==> src/rtl/uart_reply_tx_if.sv <==
// uart_reply_tx_if: the reply request handshake and the byte stream to the UART TX serializer.
//   req_valid/req_ready      request handshake (master drives valid, slave drives ready)
//   req_type/cmd/value       request payload: 0 ACK, 1 FAIL, 2 VALUE, 3 FAIL
//   to_uart_valid/data/ready byte stream towards the UART TX (slave drives valid/data)
//   frame_done               pulse when the last byte of a frame is accepted
interface uart_reply_tx_if;
    logic       req_valid;
    logic       req_ready;
    logic [1:0] req_type;
    logic [7:0] req_cmd;
    logic [7:0] req_value;
    logic       to_uart_valid;
    logic [7:0] to_uart_data;
    logic       to_uart_ready;
    logic       frame_done;

    modport master (
        output req_valid, req_type, req_cmd, req_value, to_uart_ready,
        input  req_ready, to_uart_valid, to_uart_data, frame_done
    );

    modport slave (
        input  req_valid, req_type, req_cmd, req_value, to_uart_ready,
        output req_ready, to_uart_valid, to_uart_data, frame_done
    );
endinterface

==> src/rtl/uart_reply_tx.sv <==
// uart_reply_tx: formats one reply request into an ASCII frame and streams it to the UART TX.
//   Frames: ACK "OK", FAIL "ER", VALUE <cmd><hundreds><tens><ones>, each ended by [CR] LF.
// Ports:
//   clk  system clock
//   rst  synchronous active-high reset
//   bus  uart_reply_tx_if.slave: request handshake in, byte stream out, frame_done pulse
module uart_reply_tx #(
    parameter bit         SEND_CR = 1'b1,
    parameter logic [7:0] ACK_C0  = 8'h4F,
    parameter logic [7:0] ACK_C1  = 8'h4B,
    parameter logic [7:0] ERR_C0  = 8'h45,
    parameter logic [7:0] ERR_C1  = 8'h52
) (
    input  logic            clk,
    input  logic            rst,
    uart_reply_tx_if.slave  bus
);

    typedef enum logic [1:0] {StIdle, StConvert, StSend} state_e;

    state_e     state_q, state_d;
    logic       is_value_q, is_value_d;
    logic       is_ack_q, is_ack_d;
    logic [7:0] cmd_q, cmd_d;
    logic [7:0] rem_q, rem_d;
    logic [3:0] hund_q, hund_d;
    logic [3:0] tens_q, tens_d;
    logic [3:0] ones_q, ones_d;
    logic [2:0] idx_q, idx_d;
    logic [7:0] data_q, data_d;
    logic [2:0] last_idx;
    logic       send_accept;

    // Byte at position idx of the frame described by the given fields.
    function automatic logic [7:0] frame_byte(input logic       is_value,
                                              input logic       is_ack,
                                              input logic [7:0] cmd,
                                              input logic [3:0] h,
                                              input logic [3:0] t,
                                              input logic [3:0] o,
                                              input logic [2:0] idx);
        logic [2:0] body;
        logic [7:0] b;
        body = is_value ? 3'd4 : 3'd2;
        b    = 8'h0A;
        if (idx == body) begin
            b = SEND_CR ? 8'h0D : 8'h0A;
        end else if (idx > body) begin
            b = 8'h0A;
        end else if (is_value) begin
            case (idx)
                3'd0:    b = cmd;
                3'd1:    b = 8'h30 + {4'h0, h};
                3'd2:    b = 8'h30 + {4'h0, t};
                default: b = 8'h30 + {4'h0, o};
            endcase
        end else if (is_ack) begin
            b = (idx == 3'd0) ? ACK_C0 : ACK_C1;
        end else begin
            b = (idx == 3'd0) ? ERR_C0 : ERR_C1;
        end
        return b;
    endfunction

    assign last_idx    = (is_value_q ? 3'd4 : 3'd2) + {2'b00, SEND_CR};
    assign send_accept = (state_q == StSend) && bus.to_uart_ready;

    assign bus.req_ready     = (state_q == StIdle);
    assign bus.to_uart_valid = (state_q == StSend);
    assign bus.to_uart_data  = data_q;
    assign bus.frame_done    = !rst && send_accept && (idx_q == last_idx);

    always_comb begin
        state_d    = state_q;
        is_value_d = is_value_q;
        is_ack_d   = is_ack_q;
        cmd_d      = cmd_q;
        rem_d      = rem_q;
        hund_d     = hund_q;
        tens_d     = tens_q;
        ones_d     = ones_q;
        idx_d      = idx_q;

        unique case (state_q)
            StIdle: begin
                if (bus.req_valid) begin
                    is_value_d = (bus.req_type == 2'd2);
                    is_ack_d   = (bus.req_type == 2'd0);
                    cmd_d      = bus.req_cmd;
                    idx_d      = 3'd0;
                    if (bus.req_type == 2'd2) begin
                        state_d = StConvert;
                        rem_d   = bus.req_value;
                        hund_d  = 4'd0;
                        tens_d  = 4'd0;
                    end else begin
                        state_d = StSend;
                    end
                end
            end
            StConvert: begin
                if (rem_q >= 8'd100) begin
                    rem_d  = rem_q - 8'd100;
                    hund_d = hund_q + 4'd1;
                end else if (rem_q >= 8'd10) begin
                    rem_d  = rem_q - 8'd10;
                    tens_d = tens_q + 4'd1;
                end else begin
                    ones_d  = rem_q[3:0];
                    idx_d   = 3'd0;
                    state_d = StSend;
                end
            end
            StSend: begin
                if (bus.to_uart_ready) begin
                    if (idx_q == last_idx) begin
                        state_d = StIdle;
                        idx_d   = 3'd0;
                    end else begin
                        idx_d = idx_q + 3'd1;
                    end
                end
            end
            default: state_d = StIdle;
        endcase

        // Register the byte for the next cycle so data is stable and there is no bubble.
        data_d = (state_d == StSend) ?
                 frame_byte(is_value_d, is_ack_d, cmd_d, hund_d, tens_d, ones_d, idx_d) : 8'h00;
    end

    always_ff @(posedge clk) begin
        if (rst) begin
            state_q    <= StIdle;
            is_value_q <= 1'b0;
            is_ack_q   <= 1'b0;
            cmd_q      <= 8'h00;
            rem_q      <= 8'h00;
            hund_q     <= 4'd0;
            tens_q     <= 4'd0;
            ones_q     <= 4'd0;
            idx_q      <= 3'd0;
            data_q     <= 8'h00;
        end else begin
            state_q    <= state_d;
            is_value_q <= is_value_d;
            is_ack_q   <= is_ack_d;
            cmd_q      <= cmd_d;
            rem_q      <= rem_d;
            hund_q     <= hund_d;
            tens_q     <= tens_d;
            ones_q     <= ones_d;
            idx_q      <= idx_d;
            data_q     <= data_d;
        end
    end

endmodule

==> src/flat_wrapper.sv <==
// flat-port wrapper written by rule: the top's interface ports become plain ports
module uart_reply_tx_flat 
#(
    parameter bit         SEND_CR = 1'b1,
    parameter logic [7:0] ACK_C0  = 8'h4F,
    parameter logic [7:0] ACK_C1  = 8'h4B,
    parameter logic [7:0] ERR_C0  = 8'h45,
    parameter logic [7:0] ERR_C1  = 8'h52
)
  (clk, rst, bus_req_valid, bus_req_type, bus_req_cmd, bus_req_value, bus_to_uart_ready, bus_req_ready, bus_to_uart_valid, bus_to_uart_data, bus_frame_done);
  uart_reply_tx_if bus_i ();
  input  logic clk;
  input  logic rst;
  input wire logic [$bits(bus_i.req_valid)-1:0] bus_req_valid;
  input wire logic [$bits(bus_i.req_type)-1:0] bus_req_type;
  input wire logic [$bits(bus_i.req_cmd)-1:0] bus_req_cmd;
  input wire logic [$bits(bus_i.req_value)-1:0] bus_req_value;
  input wire logic [$bits(bus_i.to_uart_ready)-1:0] bus_to_uart_ready;
  output wire logic [$bits(bus_i.req_ready)-1:0] bus_req_ready;
  output wire logic [$bits(bus_i.to_uart_valid)-1:0] bus_to_uart_valid;
  output wire logic [$bits(bus_i.to_uart_data)-1:0] bus_to_uart_data;
  output wire logic [$bits(bus_i.frame_done)-1:0] bus_frame_done;
  assign bus_i.req_valid = bus_req_valid;
  assign bus_i.req_type = bus_req_type;
  assign bus_i.req_cmd = bus_req_cmd;
  assign bus_i.req_value = bus_req_value;
  assign bus_i.to_uart_ready = bus_to_uart_ready;
  assign bus_req_ready = bus_i.req_ready;
  assign bus_to_uart_valid = bus_i.to_uart_valid;
  assign bus_to_uart_data = bus_i.to_uart_data;
  assign bus_frame_done = bus_i.frame_done;
  uart_reply_tx #(.SEND_CR(SEND_CR), .ACK_C0(ACK_C0), .ACK_C1(ACK_C1), .ERR_C0(ERR_C0), .ERR_C1(ERR_C1)) u_core (.clk(clk), .rst(rst), .bus(bus_i));
endmodule
==> config.mk <==
export PLATFORM = sky130hd
export DESIGN_NAME = uart_reply_tx_flat
export DESIGN_NICKNAME = d
export VERILOG_FILES = /design/src/rtl/uart_reply_tx_if.sv /design/src/rtl/uart_reply_tx.sv /design/src/flat_wrapper.sv
export SDC_FILE = /design/constraint.sdc
export NUM_CORES = 1
export LEC_CHECK = 0
export ABC_AREA = 1
export CORE_MARGIN = 10
export CORE_UTILIZATION = 60
export CTS_BUF_LIST = sky130_fd_sc_hd__clkbuf_16
export DETAILED_ROUTE_END_ITERATION = 10
export GPL_TIMING_DRIVEN = 0
export PLACE_DENSITY = 0.95
export SLEW_MARGIN = 20
export SYNTH_ARGS = -nofsm -noshare
export SYNTH_HDL_FRONTEND = slang
export SYNTH_SLANG_ARGS = --single-unit
export TNS_END_PERCENT = 100
==> constraint.sdc <==
create_clock -name clk -period 3.9 [get_ports clk]
set_input_delay 0.78 -clock clk [delete_from_list [all_inputs] [get_ports clk]]
set_output_delay 0.78 -clock clk [all_outputs]
set_load 0.02 [all_outputs]
Word level (Yosys, flattened, before mapping)
Index checks and enable logic that the tools add are counted.

operators by class
  bitwise logic cells = 1
  $lt $le $gt $ge = 3
  eq/ne operators = 11
  shift operators = 0
  reductions and logical operators = 12
  add/sub/neg operators = 9
  div/mod/pow operators = 0
  multiplexer cells = 45
  multiply operators = 0

operator list
  kind                                                 count
  two-way mux 8 bit                                    8
  two-way mux 4 bit                                    12
  two-way mux 3 bit                                    8
  case mux 8 bit (3 select lines)                      1
  adder 6 x 4 -> 7 bit, first input constant           3
  case mux 4 bit (2 select lines)                      2
  case mux 8 bit (2 select lines)                      1
  two-way mux 2 bit                                    6
  case mux 3 bit (3 select lines)                      1
  adder 4 x 1 -> 4 bit, second input constant          2
  >= comparator 8 x 4 -> 1 bit, second input constant  1
  >= comparator 8 x 7 -> 1 bit, second input constant  1
  subtractor 8 x 4 -> 8 bit, second input constant     1
  subtractor 8 x 7 -> 8 bit, second input constant     1
  adder 3 x 1 -> 3 bit, second input constant          2
  == test 2 bit, second input constant                 3
  == test 3 bit                                        2
  case mux 2 bit (3 select lines)                      1
  two-way mux 5 bit                                    1
  logical NOT 2 bit                                    2
  two-way mux 1 bit                                    4
  AND reduction 4 bit                                  1
  OR reduction 4 bit                                   1
  == test 3 x 1 -> 1 bit, second input constant        1
  other kinds (13)                                     15

storage, ports and cells
  register bits = 43
  memories = 0
  output and inout bits = 11
  RAM bits = 0
  word-level logic and storage cells = 93
  bits in latches = 0
  bits in read-only memories = 0
  input bits = 22

Longest topological paths before layout
  word-level depth = 12
  gate-level depth with buffers = 20
  mapped depth without buffers = 20

Worst setup path before layout
OpenSTA, ideal clock, no wires.

  path type = input to output
  from = input rst
  to = output bus_frame_done
  stages on the path = 4
  required time = 3.120 ns
  arrival time = 1.508 ns
  path buffers = 1
  setup slack = 1.612 ns
  path through = clkbuf_1 -> clkinv_1 -> nand3_1 -> nor2_1

between the ends
  cells in the longest elaborated chain, start to end = 3

ends and longest elaborated chain
  item                            RTL line             source
  from (decl)                     flat_wrapper.sv:13   input logic rst;
  logical NOT 1 bit               uart_reply_tx.sv:71  assign bus.frame_done = !rst && send_accept && (idx_q == last_idx);
  logical AND 1 bit (2 in a row)  uart_reply_tx.sv:71
  to (decl)                       flat_wrapper.sv:22   output wire logic [$bits(bus_i.frame_done)-1:0] bus_frame_done;

Every way passes these cells.

Worst setup path after layout
Ends and elaborated chain as after synthesis.

==> qor.txt <==
RUN STATUS
-----------------------------------------------------------------------------------------------------
Outcome                                                                                     completed

CLOCKING
-----------------------------------------------------------------------------------------------------
Clock tree buffer depth                                                                             2
Post CTS Setup Buffer Count                                                                         0
Sink Count                                                                                         43
Clock insertion delay at the later pin of the skew report                                     0.29 ns
Number of buffers added to fix hold violations after cts                                            0
CTS H-Tree Depth                                                                                    2
Clock-pin slew of the registers on the worst-case setup and hold paths                        0.06 ns
Root Buffer                                                                              sky130_fd_sc_hd__clkbuf_16
Total of cells resized after clock tree synthesis                                                   0
CTS tree                                                                                        built
TritonCTS Buffers                                                                                   5

WORST SETUP PATH
-----------------------------------------------------------------------------------------------------
Critical path data arrival time                                                               2.35 ns
Crit. End Element                                                                        primary output
Critical path start-end classification                                                   input pin to primary output
Worst-path fanout max                                                                              10
Startpoint types                                                                            input pin
Crit path required time                                                                       3.12 ns

LOGIC SYNTHESIS
-----------------------------------------------------------------------------------------------------
Most frequently used cell type in the post-synthesis netlist                             sky130_fd_sc_hd__nand2_1
Main combinational cell family by area after synthesis                                   simple AND/OR/NAND/NOR gates
Area fraction in and, or, nand and nor cells after synthesis                                    34.3%
Proportion of synthesized area in mux cells                                                     2.69%
Cell area after technology mapping                                                          2610 um^2
Mapped Nets                                                                                       404
Synthesized-area fraction occupied by ao, oa, aoi and oai cells                                 12.7%
Synthesized-area fraction occupied by xor and xnor cells                                        1.68%
Portion of the post-synthesis area used by sequential elements                                  33.0%
Number of enable flip-flop cells after synthesis                                                    0
Area share of the leading cell type in the synthesized netlist                                  33.0%
Library cells used by synthesis                                                                    41
Seq cells post-synth                                                                               43
Share of synthesized registers carrying an async set or reset                                      0%
Count of mapped cells out of synthesis                                                            371
Avg Cell Area, Syn                                                                          7.03 um^2
Post-synthesis share of cell area spent on full adders, half adders and majority gates          5.28%
Top cell type by total area after synthesis                                              sky130_fd_sc_hd__dfxtp_1
Top cells by instance count after synthesis                                              sky130_fd_sc_hd__nand2_1, sky130_fd_sc_hd__inv_1, sky130_fd_sc_hd__dfxtp_1, sky130_fd_sc_hd__nor2_1, sky130_fd_sc_hd__nand3_1
Cell types occupying the most area after synthesis                                       sky130_fd_sc_hd__dfxtp_1, sky130_fd_sc_hd__nand2_1, sky130_fd_sc_hd__inv_1
Warnings from Yosys                                                                                 0
Prevailing post-synth register cell                                                      sky130_fd_sc_hd__dfxtp_1

PLACE
-----------------------------------------------------------------------------------------------------
PortBufs                                                                                           31
Placed instance count                                                                             452
Routability congestion estimate                                                                 0.960
Post-detail-place hpwl                                                                        4930 um

DETAILED ROUTING
-----------------------------------------------------------------------------------------------------
Drt drc                                                                                             0
Vias per std cell                                                                                5.75
Wirelength, routed                                                                            6830 um
Average wire per standard cell                                                                14.9 um
First drt pass iteration count                                                                      5
Drt first-iter violations                                                                         288
Routed vias                                                                                      2645
Antenna Violating Nets Remaining                                                                    0

DIE
-----------------------------------------------------------------------------------------------------
Die Area                                                                                    7390 um^2
Floorplan core area                                                                         4120 um^2
I/O pin count                                                                                      33
Die Height                                                                                    85.9 um
Floorplan row count                                                                                23
Die boundary width                                                                            85.9 um
Starting utilization of the core area                                                           63.4%

TIMING
-----------------------------------------------------------------------------------------------------
Clk_skew                                                                                   0.00891 ns
Final-layout setup total negative slack                                                          0 ns
Total setup violations reported at the end of the flow                                              0
Final hold violation count                                                                          0
Top achievable clock speed                                                                    319 MHz
Setup repair after global routing missed its margin                                             false
Period minus WS final                                                                         3.13 ns
Fin. max-slew vios                                                                                  0
Slew at the pin closest to its max-slew limit                                                0.495 ns
Final cycle utilization of the critical path                                                    80.3%
Headroom to the max-slew limit                                                                  67.0%

FINAL LAYOUT
-----------------------------------------------------------------------------------------------------
Proportion of layout cells with a drive suffix above 1                                          13.4%
Number of filler cells placed in the layout                                                       283
Synthesis-to-finish area growth                                                                 19.9%
Final cell count without fillers                                                                  460
Final nets                                                                                        442
Diode insertion count for antenna repair                                                            0

PWR
-----------------------------------------------------------------------------------------------------
Leakage power total                                                                           1.47 nW
Power per cell area                                                                       372 nW/um^2
Pwr Total                                                                                     1.16 mW
Max rail drop VDD                                                                            0.282 mV

GRT
-----------------------------------------------------------------------------------------------------
Largest net degree at the start of global routing                                                  15
Final global-route overflow total                                                                   0
Initial antenna violation count                                                                     0
Wire length of the first global-routing pass                                                 11800 um
Via count of the first global-routing pass                                                       2586
Overall Global Routing Usage                                                                    19.1%

MIN PATH
-----------------------------------------------------------------------------------------------------
Type of the tightest min-delay check                                                     register to register

JOB
-----------------------------------------------------------------------------------------------------
Max-capacitance violation count                                                                     0

[per-layer routing]
layer | routed length [um] | vias up | GRT usage [%] | share of wire [%]
li1 | - | 1267 | - | -
met1 | 2760 | 1224 | 21.5 | 40
met2 | 3380 | 125 | 32.3 | 49
met3 | 468 | 29 | 4.54 | 6.8
met4 | 228 | 0 | 10.6 | 3.3
met5 | 0 | - | 0 | 0
[power by group]
group,internal (mW),leakage [nW],switching (mW)
sequential,0.464,0.350,0.0144
clock,0.236,0.0658,0.178
combinational,0.108,1.06,0.164
[worst max-delay path, cell delays in order]
cell,delay [ns]
sky130_fd_sc_hd__clkbuf_1,0.36
sky130_fd_sc_hd__clkinv_1,0.43
sky130_fd_sc_hd__nand3_1,0.19
sky130_fd_sc_hd__nor2_1,0.06
sky130_fd_sc_hd__clkdlybuf4s50_1,0.53
[worst paths after layout]
path	from	endpoint	slack (ns)	depth (start not counted)
max	rst	bus_frame_done	0.77	5
max reg2reg	u_core.rem_q[2]	u_core.bus.to_uart_data[7]	1.21	18
min	u_core.cmd_q[4]	u_core.cmd_q[4]	0.49	2
min reg2reg	u_core.cmd_q[4]	u_core.cmd_q[4]	0.49	2
[cell families (layout without fill, tap and decap cells)]
group | Yosys count | count (layout)
AO/OA/AOI/OAI | 56 | 56
XOR/XNOR | 5 | 5
adder cells (fa/ha/maj) | 11 | 11
buffers and inverters | 66 | 105
flip-flops | 43 | 43
multiplexers | 7 | 7
AND/OR/NAND/NOR | 183 | 183
[cells in the final DEF, fill, tap and decap left out, drive strengths merged]
master         instances
clkdlybuf4s50         31
inv                   57
nand2                 85
a211oi                 1
o211ai                 2
mux2i                  7
clkinvlp               2
buf                    4
nor3                   5
nand3b                 3
nand4                  2
dfxtp                 43
xor2                   5
or2                    2
nand3                 30
nor2                  55
o21a                   2
clkbuf                 8
ha                    11
a31o                   1
and3                   1
a31oi                  3
o22ai                  1
a221oi                 2
a21oi                 15
clkinv                 3
o21ai                 26
o21bai                 1
o221ai                 2
[state kept, by name, summed over array words and instances (netlist names)]
signal                   count
u_core.is_value_q            1
u_core.hund_q                4
u_core.tens_q                4
u_core.is_ack_q              1
u_core.bus.to_uart_data      8
u_core.ones_q                4
u_core.idx_q                 3
u_core.state_q               2
u_core.cmd_q                 8
u_core.rem_q                 8
[per-stage QoR]
step | setup slack, ns | utilization [%] | hold WS [ns] | cell area, um^2
final | 0.767 | 76.0 | 0.488 | 3130
after global routing | 0.612 | 76.0 | 0.554 | 3130
after CTS | 0.769 | 76.0 | 0.490 | 3130
after detailed placement | 0.772 | 72.5 | 0.475 | 2980
after global placement | 0.752 | 72.5 | 0.463 | 2980
after floorplan | 1.61 | - | 0.446 | 2610
[area by class of cell]
cell class	instances	area [um^2]	share of cell area, %
buffer	7	48.8	1.56
clock buffer	5	125	4.00
clock inverter	3	20.0	0.640
inverter	59	221	7.08
multi-input combinational	262	1480	47.3
sequential	43	861	27.5
tap	50	62.6	2.00
timing repair buffer	31	310	9.92
(Power assumes the default switching activity.)
